### src/rtl/uart_bridge_pkg.sv
// Shared constants and state encodings for the UART-to-bus host bridge.
// Optional feature macro used by the bridge: UART_BRIDGE_TIMEOUT_EN.
package uart_bridge_pkg;

  localparam logic [7:0] OP_WRITE = 8'h57;
  localparam logic [7:0] OP_READ  = 8'h52;
  localparam logic [7:0] RSP_ACK  = 8'h4B;
  localparam logic [7:0] RSP_ERR  = 8'h45;

  typedef enum logic [1:0] {
    IDLE  = 2'd0,
    START = 2'd1,
    PROC  = 2'd2,
    STOP  = 2'd3
  } uart_state_e;

  typedef enum logic [2:0] {
    PS_IDLE     = 3'd0,
    PS_ADDR     = 3'd1,
    PS_DATA     = 3'd2,
    PS_REQ      = 3'd3,
    PS_WAIT_RSP = 3'd4,
    PS_RESP     = 3'd5
  } parse_state_e;

  // Width of a counter that must hold values 0..n-1 (at least one bit).
  function automatic int unsigned cnt_width(input int unsigned n);
    return (n > 32'd1) ? $clog2(n) : 32'd1;
  endfunction

endpackage

### src/rtl/uart_bridge_rx.sv
// 8N1 receiver: two-flop synchroniser, falling-edge start detect, mid-bit sampling.
// Bytes with a bad stop bit are dropped; good bytes produce a one-cycle strobe.
module uart_bridge_rx
  import uart_bridge_pkg::*;
#(
  parameter int unsigned ClocksPerBaud = 8
) (
  input  logic       clk_i,
  input  logic       rst_i,
  input  logic       uart_rx_i,
  output logic [7:0] rx_byte_o,
  output logic       rx_byte_valid_o
);

  localparam int unsigned CntW = cnt_width(ClocksPerBaud);
  localparam logic [CntW-1:0] CntLast = CntW'(ClocksPerBaud - 1);
  localparam logic [CntW-1:0] CntHalf = CntW'(ClocksPerBaud / 2 - 1);

  logic [1:0]      rx_sync_r;
  logic            rx_prev_r;
  logic            rx_s;
  logic            fall_s;
  uart_state_e     state_r, state_n;
  logic [CntW-1:0] cnt_r, cnt_n;
  logic [2:0]      bit_r, bit_n;
  logic [7:0]      shift_r, shift_n;
  logic [7:0]      byte_r, byte_n;
  logic            valid_r, valid_n;

  assign rx_s   = rx_sync_r[1];
  assign fall_s = rx_prev_r & ~rx_s;

  // Synchronise the asynchronous line and keep the previous level for edge detection
  always_ff @(posedge clk_i) begin
    if (rst_i) begin
      rx_sync_r <= 2'b11;
      rx_prev_r <= 1'b1;
    end else begin
      rx_sync_r <= {rx_sync_r[0], uart_rx_i};
      rx_prev_r <= rx_s;
    end
  end

  // Bit-level receive state register
  always_ff @(posedge clk_i) begin
    if (rst_i) begin
      state_r <= IDLE;
      cnt_r   <= {CntW{1'b0}};
      bit_r   <= 3'd0;
      shift_r <= 8'h00;
      byte_r  <= 8'h00;
      valid_r <= 1'b0;
    end else begin
      state_r <= state_n;
      cnt_r   <= cnt_n;
      bit_r   <= bit_n;
      shift_r <= shift_n;
      byte_r  <= byte_n;
      valid_r <= valid_n;
    end
  end

  // Receive next-state: half-baud to the start centre, then whole bauds per bit
  always_comb begin
    state_n = state_r;
    cnt_n   = cnt_r;
    bit_n   = bit_r;
    shift_n = shift_r;
    byte_n  = byte_r;
    valid_n = 1'b0;
    case (state_r)
      IDLE: begin
        if (fall_s) begin
          state_n = START;
          cnt_n   = {CntW{1'b0}};
        end else begin
          state_n = IDLE;
        end
      end
      START: begin
        if (cnt_r == CntHalf) begin
          cnt_n = {CntW{1'b0}};
          bit_n = 3'd0;
          if (rx_s == 1'b0) begin
            state_n = PROC;
          end else begin
            state_n = IDLE;
          end
        end else begin
          cnt_n = cnt_r + CntW'(1);
        end
      end
      PROC: begin
        if (cnt_r == CntLast) begin
          cnt_n   = {CntW{1'b0}};
          shift_n = {rx_s, shift_r[7:1]};
          bit_n   = bit_r + 3'd1;
          if (bit_r == 3'd7) begin
            state_n = STOP;
          end else begin
            state_n = PROC;
          end
        end else begin
          cnt_n = cnt_r + CntW'(1);
        end
      end
      STOP: begin
        if (cnt_r == CntLast) begin
          cnt_n   = {CntW{1'b0}};
          state_n = IDLE;
          if (rx_s == 1'b1) begin
            byte_n  = shift_r;
            valid_n = 1'b1;
          end else begin
            valid_n = 1'b0;
          end
        end else begin
          cnt_n = cnt_r + CntW'(1);
        end
      end
      default: begin
        state_n = IDLE;
      end
    endcase
  end

  assign rx_byte_o       = byte_r;
  assign rx_byte_valid_o = valid_r;

endmodule

### src/rtl/uart_bus_bridge.sv
// UART-to-bus host bridge: parses W/R command frames, issues one bus request, replies on TX.
// Define UART_BRIDGE_TIMEOUT_EN to abort half-received frames after TimeoutBauds bit periods.
module uart_bus_bridge
  import uart_bridge_pkg::*;
#(
  parameter int unsigned ClockFrequency = 1_250_000,
  parameter int unsigned BaudRate       = 19_200,
  parameter int unsigned TimeoutBauds   = 64
) (
  input  logic        clk_i,
  input  logic        rst_i,
  input  logic        uart_rx_i,
  output logic        uart_tx_o,
  output logic        host_req_o,
  input  logic        host_gnt_i,
  output logic [31:0] host_addr_o,
  output logic        host_we_o,
  output logic [3:0]  host_be_o,
  output logic [31:0] host_wdata_o,
  input  logic        host_rvalid_i,
  input  logic [31:0] host_rdata_i,
  output logic        busy_o
);

  localparam int unsigned ClocksPerBaud = ClockFrequency / BaudRate;
  localparam int unsigned CntW = cnt_width(ClocksPerBaud);
  localparam logic [CntW-1:0] CntLast = CntW'(ClocksPerBaud - 1);

  if ((ClocksPerBaud < 4) || (TimeoutBauds == 0)) begin : g_bad_cfg
    $error("uart_bus_bridge: unsupported baud or timeout configuration");
  end

  logic [7:0] rx_byte_s;
  logic       rx_valid_s;

  uart_bridge_rx #(
    .ClocksPerBaud(ClocksPerBaud)
  ) u_rx (
    .clk_i          (clk_i),
    .rst_i          (rst_i),
    .uart_rx_i      (uart_rx_i),
    .rx_byte_o      (rx_byte_s),
    .rx_byte_valid_o(rx_valid_s)
  );

  parse_state_e pstate_r, pstate_n;
  logic [1:0]   idx_r, idx_n;
  logic [31:0]  addr_r, addr_n;
  logic [31:0]  wdata_r, wdata_n;
  logic [31:0]  rsp_r, rsp_n;
  logic [2:0]   rsp_left_r, rsp_left_n;
  logic         we_r, we_n;
  logic         req_r, req_n;
  logic         busy_r;
  logic         timeout_s;
  logic         tx_load_s;

  uart_state_e     tx_state_r, tx_state_n;
  logic [CntW-1:0] tx_cnt_r;
  logic            tx_tick_s;
  logic [7:0]      tx_shift_r, tx_shift_n;
  logic [2:0]      tx_bit_r, tx_bit_n;
  logic            tx_line_r, tx_line_n;
  logic [7:0]      tx_hold_r, tx_hold_n;
  logic            tx_full_r, tx_full_n;

`ifdef UART_BRIDGE_TIMEOUT_EN
  localparam int unsigned ToLimit = TimeoutBauds * ClocksPerBaud;
  localparam int unsigned ToW     = $clog2(ToLimit + 1);
  logic [ToW-1:0] to_cnt_r;

  // Inter-byte timer, running only while a frame is being collected
  always_ff @(posedge clk_i) begin
    if (rst_i) begin
      to_cnt_r <= {ToW{1'b0}};
    end else if (rx_valid_s || !((pstate_r == PS_ADDR) || (pstate_r == PS_DATA))) begin
      to_cnt_r <= {ToW{1'b0}};
    end else if (to_cnt_r != ToW'(ToLimit)) begin
      to_cnt_r <= to_cnt_r + ToW'(1);
    end else begin
      to_cnt_r <= to_cnt_r;
    end
  end

  assign timeout_s = (to_cnt_r == ToW'(ToLimit));
`else
  assign timeout_s = 1'b0;
`endif

  // Parser state and bus-side registers
  always_ff @(posedge clk_i) begin
    if (rst_i) begin
      pstate_r   <= PS_IDLE;
      idx_r      <= 2'd0;
      addr_r     <= 32'h0000_0000;
      wdata_r    <= 32'h0000_0000;
      rsp_r      <= 32'h0000_0000;
      rsp_left_r <= 3'd0;
      we_r       <= 1'b0;
      req_r      <= 1'b0;
      busy_r     <= 1'b0;
    end else begin
      pstate_r   <= pstate_n;
      idx_r      <= idx_n;
      addr_r     <= addr_n;
      wdata_r    <= wdata_n;
      rsp_r      <= rsp_n;
      rsp_left_r <= rsp_left_n;
      we_r       <= we_n;
      req_r      <= req_n;
      busy_r     <= (pstate_n != PS_IDLE);
    end
  end

  // Parser next-state; address and data shift in from the top so LE bytes land in place
  always_comb begin
    pstate_n   = pstate_r;
    idx_n      = idx_r;
    addr_n     = addr_r;
    wdata_n    = wdata_r;
    rsp_n      = rsp_r;
    rsp_left_n = rsp_left_r;
    we_n       = we_r;
    req_n      = req_r;
    tx_load_s  = 1'b0;
    case (pstate_r)
      PS_IDLE: begin
        if (rx_valid_s) begin
          idx_n = 2'd0;
          if (rx_byte_s == OP_WRITE) begin
            we_n     = 1'b1;
            pstate_n = PS_ADDR;
          end else if (rx_byte_s == OP_READ) begin
            we_n     = 1'b0;
            pstate_n = PS_ADDR;
          end else begin
            rsp_n      = {24'h00_0000, RSP_ERR};
            rsp_left_n = 3'd1;
            pstate_n   = PS_RESP;
          end
        end else begin
          pstate_n = PS_IDLE;
        end
      end
      PS_ADDR: begin
        if (rx_valid_s) begin
          addr_n = {rx_byte_s, addr_r[31:8]};
          idx_n  = idx_r + 2'd1;
          if (idx_r == 2'd3) begin
            pstate_n = we_r ? PS_DATA : PS_REQ;
            req_n    = ~we_r;
          end else begin
            pstate_n = PS_ADDR;
          end
        end else if (timeout_s) begin
          rsp_n      = {24'h00_0000, RSP_ERR};
          rsp_left_n = 3'd1;
          pstate_n   = PS_RESP;
        end else begin
          pstate_n = PS_ADDR;
        end
      end
      PS_DATA: begin
        if (rx_valid_s) begin
          wdata_n = {rx_byte_s, wdata_r[31:8]};
          idx_n   = idx_r + 2'd1;
          if (idx_r == 2'd3) begin
            pstate_n = PS_REQ;
            req_n    = 1'b1;
          end else begin
            pstate_n = PS_DATA;
          end
        end else if (timeout_s) begin
          rsp_n      = {24'h00_0000, RSP_ERR};
          rsp_left_n = 3'd1;
          pstate_n   = PS_RESP;
        end else begin
          pstate_n = PS_DATA;
        end
      end
      PS_REQ: begin
        if (host_gnt_i) begin
          req_n    = 1'b0;
          pstate_n = PS_WAIT_RSP;
        end else begin
          req_n = 1'b1;
        end
      end
      PS_WAIT_RSP: begin
        if (host_rvalid_i) begin
          pstate_n = PS_RESP;
          if (we_r) begin
            rsp_n      = {24'h00_0000, RSP_ACK};
            rsp_left_n = 3'd1;
          end else begin
            rsp_n      = host_rdata_i;
            rsp_left_n = 3'd4;
          end
        end else begin
          pstate_n = PS_WAIT_RSP;
        end
      end
      PS_RESP: begin
        if (rsp_left_r != 3'd0) begin
          if (!tx_full_r) begin
            tx_load_s  = 1'b1;
            rsp_n      = {8'h00, rsp_r[31:8]};
            rsp_left_n = rsp_left_r - 3'd1;
          end else begin
            tx_load_s = 1'b0;
          end
        end else if (!tx_full_r && (tx_state_r == IDLE)) begin
          pstate_n = PS_IDLE;
        end else begin
          pstate_n = PS_RESP;
        end
      end
      default: begin
        pstate_n = PS_IDLE;
        req_n    = 1'b0;
      end
    endcase
  end

  assign tx_tick_s = (tx_cnt_r == CntLast);

  // Free-running TX baud counter and transmitter registers
  always_ff @(posedge clk_i) begin
    if (rst_i) begin
      tx_cnt_r   <= {CntW{1'b0}};
      tx_state_r <= IDLE;
      tx_shift_r <= 8'h00;
      tx_bit_r   <= 3'd0;
      tx_line_r  <= 1'b1;
      tx_hold_r  <= 8'h00;
      tx_full_r  <= 1'b0;
    end else begin
      tx_cnt_r   <= tx_tick_s ? {CntW{1'b0}} : (tx_cnt_r + CntW'(1));
      tx_state_r <= tx_state_n;
      tx_shift_r <= tx_shift_n;
      tx_bit_r   <= tx_bit_n;
      tx_line_r  <= tx_line_n;
      tx_hold_r  <= tx_hold_n;
      tx_full_r  <= tx_full_n;
    end
  end

  // Transmitter next-state; the hold byte is picked up at the end of a stop bit, so no gap
  always_comb begin
    tx_state_n = tx_state_r;
    tx_shift_n = tx_shift_r;
    tx_bit_n   = tx_bit_r;
    tx_line_n  = tx_line_r;
    tx_hold_n  = tx_hold_r;
    tx_full_n  = tx_full_r;
    if (tx_load_s) begin
      tx_hold_n = rsp_r[7:0];
      tx_full_n = 1'b1;
    end else begin
      tx_full_n = tx_full_r;
    end
    case (tx_state_r)
      IDLE: begin
        if (tx_tick_s && tx_full_r) begin
          tx_shift_n = tx_hold_r;
          tx_full_n  = 1'b0;
          tx_line_n  = 1'b0;
          tx_state_n = START;
        end else begin
          tx_line_n = 1'b1;
        end
      end
      START: begin
        if (tx_tick_s) begin
          tx_line_n  = tx_shift_r[0];
          tx_shift_n = {1'b0, tx_shift_r[7:1]};
          tx_bit_n   = 3'd0;
          tx_state_n = PROC;
        end else begin
          tx_line_n = 1'b0;
        end
      end
      PROC: begin
        if (tx_tick_s) begin
          if (tx_bit_r == 3'd7) begin
            tx_line_n  = 1'b1;
            tx_state_n = STOP;
          end else begin
            tx_line_n  = tx_shift_r[0];
            tx_shift_n = {1'b0, tx_shift_r[7:1]};
            tx_bit_n   = tx_bit_r + 3'd1;
          end
        end else begin
          tx_line_n = tx_line_r;
        end
      end
      STOP: begin
        if (tx_tick_s) begin
          if (tx_full_r) begin
            tx_shift_n = tx_hold_r;
            tx_full_n  = 1'b0;
            tx_line_n  = 1'b0;
            tx_state_n = START;
          end else begin
            tx_line_n  = 1'b1;
            tx_state_n = IDLE;
          end
        end else begin
          tx_line_n = 1'b1;
        end
      end
      default: begin
        tx_line_n  = 1'b1;
        tx_state_n = IDLE;
      end
    endcase
  end

  assign uart_tx_o    = tx_line_r;
  assign host_req_o   = req_r;
  assign host_addr_o  = addr_r;
  assign host_we_o    = we_r;
  assign host_be_o    = 4'hF;
  assign host_wdata_o = wdata_r;
  assign busy_o       = busy_r;

endmodule

### config.mk
export PLATFORM = sky130hd
export DESIGN_NAME = uart_bus_bridge
export DESIGN_NICKNAME = d
export VERILOG_FILES = /design/src/rtl/uart_bridge_pkg.sv /design/src/rtl/uart_bridge_rx.sv /design/src/rtl/uart_bus_bridge.sv
export SDC_FILE = /design/constraint.sdc
export NUM_CORES = 1
export LEC_CHECK = 0
export CAP_MARGIN = 20
export CORE_ASPECT_RATIO = 1.4
export CORE_MARGIN = 5
export CORE_UTILIZATION = 49
export DETAILED_ROUTE_END_ITERATION = 10
export GPL_TIMING_DRIVEN = 0
export PLACE_DENSITY = 0.76
export SYNTH_ARGS = -nofsm -noshare
export SYNTH_HDL_FRONTEND = slang
export SYNTH_SLANG_ARGS = --single-unit
### constraint.sdc
create_clock -name clk_i -period 2.1 [get_ports clk_i]
set_clock_uncertainty 0.2 [all_clocks]
set_input_delay 0.42 -clock clk_i [delete_from_list [all_inputs] [get_ports clk_i]]
set_output_delay 0.42 -clock clk_i [all_outputs]
set_load 0.01 [all_outputs]
---- Yosys cells after proc, flatten, opt, wreduce, memory -nomap -nowiden ----
Cells that the tools add are included.
W data, S select, Z words.
operators by class
  add/subtract/negate cells ............... 6
  equality and inequality tests ........... 41
  multiplexer cells ....................... 87
  bitwise logic cells ..................... 6
  reductions and logical operators ........ 31
operator list
  cell                   count
  $mux W32               7
  $pmux W32 S3           1
  $mux W3                20
  $mux W8                6
  $pmux W8 S4            1
  $mux W1                26
  $ne A2 B2 Y1 const B   13
  $mux W2                12
  $mux W7                3
  $pmux W7 S3            1
  $ne A2 B1 Y1 const B   9
  $pmux W3 S6            1
  $eq A8 B7 Y1 const B   2
  $pmux W2 S4            2
  $reduce_and A3 Y1      5
  $add A7 B1 Y7 const B  2
  $eq A7 B7 Y1 const B   2
  $eq A3 B3 Y1 const B   4
  $pmux W3 S2            2
  $eq A2 B2 Y1 const B   5
  $reduce_and A5 Y1      2
  $pmux W3 S3            1
  $reduce_bool A3 Y1     3
  $pmux W1 S4            2
  other kinds (22)       39
word-level totals
  bits in registers ....................... 169
  input port bits ......................... 37
  word-level logic and storage cells ...... 195

---- Logic depth before layout (Yosys ltp) ----
Gate-level depths: netlist of the first run.
  depth in word-level cells ............... 7
  mapped depth ............................ 8

---- Modules after synthesis ----
A second synthesis of the first run with hierarchy kept.
second synthesis, totals
  cells, all modules ...................... 829
  area, all modules ....................... 7079.3 um2
by module, submodules not included
  module           instances  cells an instance  area each (um2)  seq. area each (um2)
  uart_bus_bridge  1          681                5698.0           2742.6
  uart_bridge_rx   1          148                1381.3           640.6

---- Worst setup path after synthesis of the first run ----
No wires, ideal clock.
  path type ............................... flip-flop to flip-flop
  from .................................... register u_rx.cnt_r[0]
  to ...................................... register u_rx.cnt_r[4]
  library setup time ...................... 0.070 ns
  arrival time ............................ 1.781 ns
  data required time ...................... 1.830 ns
  path slack .............................. 0.048 ns
  cell stages (with the launch flop) ...... 8
  path buffers ............................ 0
  clock period less this slack ............ 2.052 ns
  cells stage by stage .................... dfxtp_1 > inv_1 > ha_1 > and2_1 > a311o_1 > nand2b_1 > or3b_2 > a21oi_1
between the ends
  cells in the longest elaborated chain, start to end .. 3
  elaborated cells between the ends (all ways) .. 6
  those cells by class .................... add/sub (1); eq/ne (2); mux (3)
ends and longest elaborated chain
  what                                         RTL line                                                            RTL
  from (decl)                                  uart_bridge_rx.sv:24                                                logic [CntW-1:0] cnt_r, cnt_n;
  from (signal assigned)                       uart_bridge_rx.sv:48                                                cnt_r <= {CntW{1'b0}};
  from (signal assigned)                       uart_bridge_rx.sv:55                                                cnt_r <= cnt_n;
  $add A7 B1 Y7, or another cell as far along  uart_bridge_rx.sv:90, uart_bridge_rx.sv:104, uart_bridge_rx.sv:118
  $mux W7 (on tied branches)                   uart_bridge_rx.sv:94, uart_bridge_rx.sv:108, uart_bridge_rx.sv:81
  $pmux W7 S3 *                                uart_bridge_rx.sv:71                                                case (state_r)
Every way passes the cells marked *; elsewhere a longest branch is shown, timed or not.
A chain may end at the register's enable or synchronous reset.

---- Worst setup path after layout of the first run ----
  from .................................... register u_rx.state_r[0]
  to ...................................... register u_rx.cnt_r[4]
between the ends
  cells in the longest elaborated chain, start to end .. 3
  elaborated cells between the ends (all ways) .. 7
  those cells by class .................... eq/ne (4); mux (1); reduce/logical (2)
ends and longest elaborated chain
  what                               RTL line              RTL
  from (decl)                        uart_bridge_rx.sv:23  uart_state_e state_r, state_n;
  from (signal assigned)             uart_bridge_rx.sv:54  state_r <= state_n;
  $eq A2 B2 Y1                       uart_bridge_rx.sv:71
  $reduce_or A2 Y1 (no source line)  n/a
  $pmux W7 S3                        uart_bridge_rx.sv:71
Parallel ways exist; a longest one is shown, timed or not.

==> results of run 1 <==
[path summary, 6_finish.rpt]
kind         slack, ps              start           endpoint  depth (start not counted)
max                 30    u_rx.state_r[0]      u_rx.cnt_r[4]                          7
max reg2reg         30    u_rx.state_r[0]      u_rx.cnt_r[4]                          7
min                220  u_rx.rx_sync_r[0]  u_rx.rx_sync_r[1]                          1
min reg2reg        220  u_rx.rx_sync_r[0]  u_rx.rx_sync_r[1]                          1
[layout by cell type, fill, tap and decap left out, types with 14 or more instances in the layout]
cell type	instances
buf_4	16
nor3_1	30
a21oi_1	93
inv_1	19
dfxtp_1	162
ha_1	15
nand3_1	27
a221oi_1	14
nor2_1	85
clkbuf_2	21
nand2_1	161
clkbuf_1	17
clkdlybuf4s50_1	104
clkbuf_16	17
mux2i_1	34
[through the flow]
stage / setup TNS, ps / total power [mW] / cell area (um2)
2_1_floorplan: 0 / 3.40 / 7120
3_3_place_gp: -76110 / 3.51 / 8390
3_5_place_dp: -74910 / 3.51 / 8390
4_1_cts: -0.188 / 6.74 / 9100
5_1_grt: -203 / 6.91 / 9380
6_report: 0 / 6.72 / 9380
[flip-flops by register name (all words and copies together) (netlist names), named ones only]
signal	count
busy_o	1
host_addr_o	32
host_req_o	1
host_wdata_o	32
host_we_o	1
idx_r	2
pstate_r	3
rsp_left_r	3
rsp_r	32
tx_bit_r	3
tx_cnt_r	7
tx_full_r	1
tx_hold_r	8
tx_shift_r	8
tx_state_r	2
u_rx.bit_r	3
u_rx.cnt_r	7
u_rx.rx_byte_o	8
u_rx.rx_byte_valid_o	1
u_rx.rx_prev_r	1
u_rx.rx_sync_r	2
u_rx.shift_r	8
u_rx.state_r	1
uart_tx_o	1
[logic make-up (layout without fill, tap and decap cells)]
kind of cell             after synthesis  in the layout  share of synthesized area
AND/OR/NAND/NOR                      356            356                      0.222
AO/OA/AOI/OAI                        175            175                      0.159
flip-flops                           169            169                      0.476
buffers and inverters                 81            227                     0.0470
multiplexers                          35             35                     0.0495
adder cells (fa/ha/maj)               21             21                     0.0370
XOR/XNOR                               7              7                    0.00863
other                                  1              4                   0.000528
[synthesized netlist by cell type, drive strengths merged (2+ instances only)]
library cell | number | area (um2)
dfxtp | 169 | 3380
nand2 | 164 | 616
a21oi | 95 | 479
nor2 | 86 | 323
clkbuf | 44 | 166
mux2i | 34 | 340
nor3 | 33 | 181
nand3 | 28 | 140
ha | 21 | 263
inv | 21 | 78.8
a221oi | 20 | 175
buf | 16 | 88.8
o21ai | 14 | 70.1
nand2b | 10 | 62.6
a31o | 9 | 78.8
a22oi | 6 | 45.0
and3 | 5 | 31.3
xor2 | 5 | 43.8
a211oi | 4 | 30.0
a21o | 4 | 30.0
nor4 | 4 | 25.0
or3 | 4 | 25.0
a311oi | 3 | 26.3
nor2b | 3 | 18.8
or2 | 3 | 18.8
or3b | 3 | 26.3
a31oi | 2 | 12.5
and2 | 2 | 12.5
and3b | 2 | 17.5
nand3b | 2 | 15.0
nand4bb | 2 | 22.5
nor3b | 2 | 15.0
o211ai | 2 | 15.0
o311ai | 2 | 17.5
o31ai | 2 | 15.0
o32ai | 2 | 36.3
or4 | 2 | 22.5
xnor2 | 2 | 17.5
[power by group]
group | switching, mW | internal [mW]
combinational | 0.131 | 0.107
sequential | 0.0105 | 3.21
clock | 1.36 | 1.91
[routing by layer]
metal,vias up,track usage
li1,3197,-
met5,-,0
met4,0,0.0881
met3,48,0.0429
met2,173,0.385
met1,3004,0.223
[critical path: stages (launching register included)]
cell and delay, ps:
dfxtp_1 360, inv_2 140, ha_4 200, nor3_1 70
a311o_1 360, nand2b_4 160, or3b_4 400, a21oi_2 130
[area by class of cell]
class                   instances  area share
multi-input cells             598       0.385
flip-flops and latches        169       0.362
repair buffers                117       0.122
clock buffers                  17      0.0454
plain buffers                  57      0.0311
well taps                     189      0.0252
clock inverters                15      0.0201
inverters                      21     0.00840
[what timing repair did]
action	CTS	global route
pin swaps	2	9
cloned	0	1
buffers inserted	2	10
gates resized for setup	30	68
endpoints found under the setup margin	121	115
==> results.sh, run 1 <==
export IMPL_dieArea_um2=17000
export IMPL_grt_pass1_vias=6322
export IMPL_final_antenna_net_count=0
export IMPL_clock_sinks=169
export IMPL_cts_tree="done"
export IMPL_fill_cells=1185
export IMPL_worst_pin_slew_ps=615
export IMPL_syn_to_final_growth_pct=32.0
export IMPL_p_leak_nw=3.36
export IMPL_die_h_um=152
export IMPL_cts_inserted_buffers=17
export IMPL_holdBufCountCts=0
export IMPL_wirelength_mm=18.4
export IMPL_syn_inst=845
export IMPL_grtUsageTotal=0.207
export IMPL_post_route_drc_count=0
export IMPL_dr_first_iter_drc_count=354
export IMPL_crit_fanout=5
export IMPL_post_route_period_util=0.987
export IMPL_netlist_area_um2=7100
export IMPL_yosys_warnings=0
export IMPL_synth_flop_cell="dfxtp_1"
export IMPL_viasPerCell=5.43
export IMPL_io_buffers=104
export IMPL_cp_required_ps=2250
export IMPL_diodes=0
export IMPL_outcome="finished clean"
export IMPL_fin_ws_ps=27.4
export IMPL_yosysUniqueCellTypes=60
export IMPL_rsz0062_at_grt="yes"
export IMPL_setup_viol=0
export IMPL_slew_headroom=0.590
export IMPL_fmax_mhz=482
export IMPL_end_kind="flop"
export IMPL_postSynthAreaPerCell_um2=8.41
export IMPL_wl_met3_um=802
export IMPL_crit_arrival_ps=2220
export IMPL_die_w_um=112
export IMPL_overflow=0
export IMPL_cts_root_buf="clkbuf_16"
export IMPL_start_util=0.494
export IMPL_finalMaxSlewViolations=0
export IMPL_synth_seq_area_share=0.476
export IMPL_whs_ps=220
export IMPL_final_layout_size_suffix_gt1_frac=0.149
export IMPL_clk_pin_slew_ps=60
export IMPL_grt_pass1_wl_mm=29.4
export IMPL_synth_edf_count=0
export IMPL_grt_max_degree=17
export IMPL_dpl_cell_count=1141
export IMPL_grt_antenna_before_repair=0
export IMPL_core_um2=14400
export IMPL_post_place_ws_ps=-883
export IMPL_fin_nets=1039
export IMPL_maxCapViolations=0
export IMPL_register_area_um2=3390
export IMPL_routed_wl_met2_mm=9.56
export IMPL_fin_util=0.652
export IMPL_async_flop_share=0
export IMPL_power_density_nw_per_um2=717
export IMPL_insertion_delay_ps=420
export IMPL_dr_max_layer_used="met4"
export IMPL_hpwl_mm=12.8
export IMPL_wire_per_inst_um=15.5
export IMPL_synth_seq_cells=169
export IMPL_cts_buffer_depth=2
export IMPL_place_congestion=0.860
export IMPL_critPathLaunchType="flop"
export IMPL_fp_row_count=52
export IMPL_htree_num_levels=4
export IMPL_fin_cells=1183
export IMPL_drt_met1_wl_mm=7.36
export IMPL_final_hold_violation_count=0
export IMPL_critical_path_class="flop to flop"
export IMPL_num_vias=6422
export IMPL_post_route_min_period_ps=2070
export IMPL_ios=109
export IMPL_peakVddDrop_v=0.000557
export IMPL_first_pass_iters=6
export IMPL_hp_class="flop to flop"
export IMPL_multi_input_area_um2=3610
(Power assumes the default switching activity.)
==> run 2: changes to the inputs <==
--- a/config.mk
+++ b/config.mk
@@ -9,6 +9,7 @@
 export CORE_ASPECT_RATIO = 1.4
 export CORE_MARGIN = 5
 export CORE_UTILIZATION = 49
+export CTS_CLUSTER_SIZE = 10
 export DETAILED_ROUTE_END_ITERATION = 10
 export GPL_TIMING_DRIVEN = 0
 export PLACE_DENSITY = 0.76
==> results of run 2 <==
Final layout, timing and power as in run 1 (identical DEF).
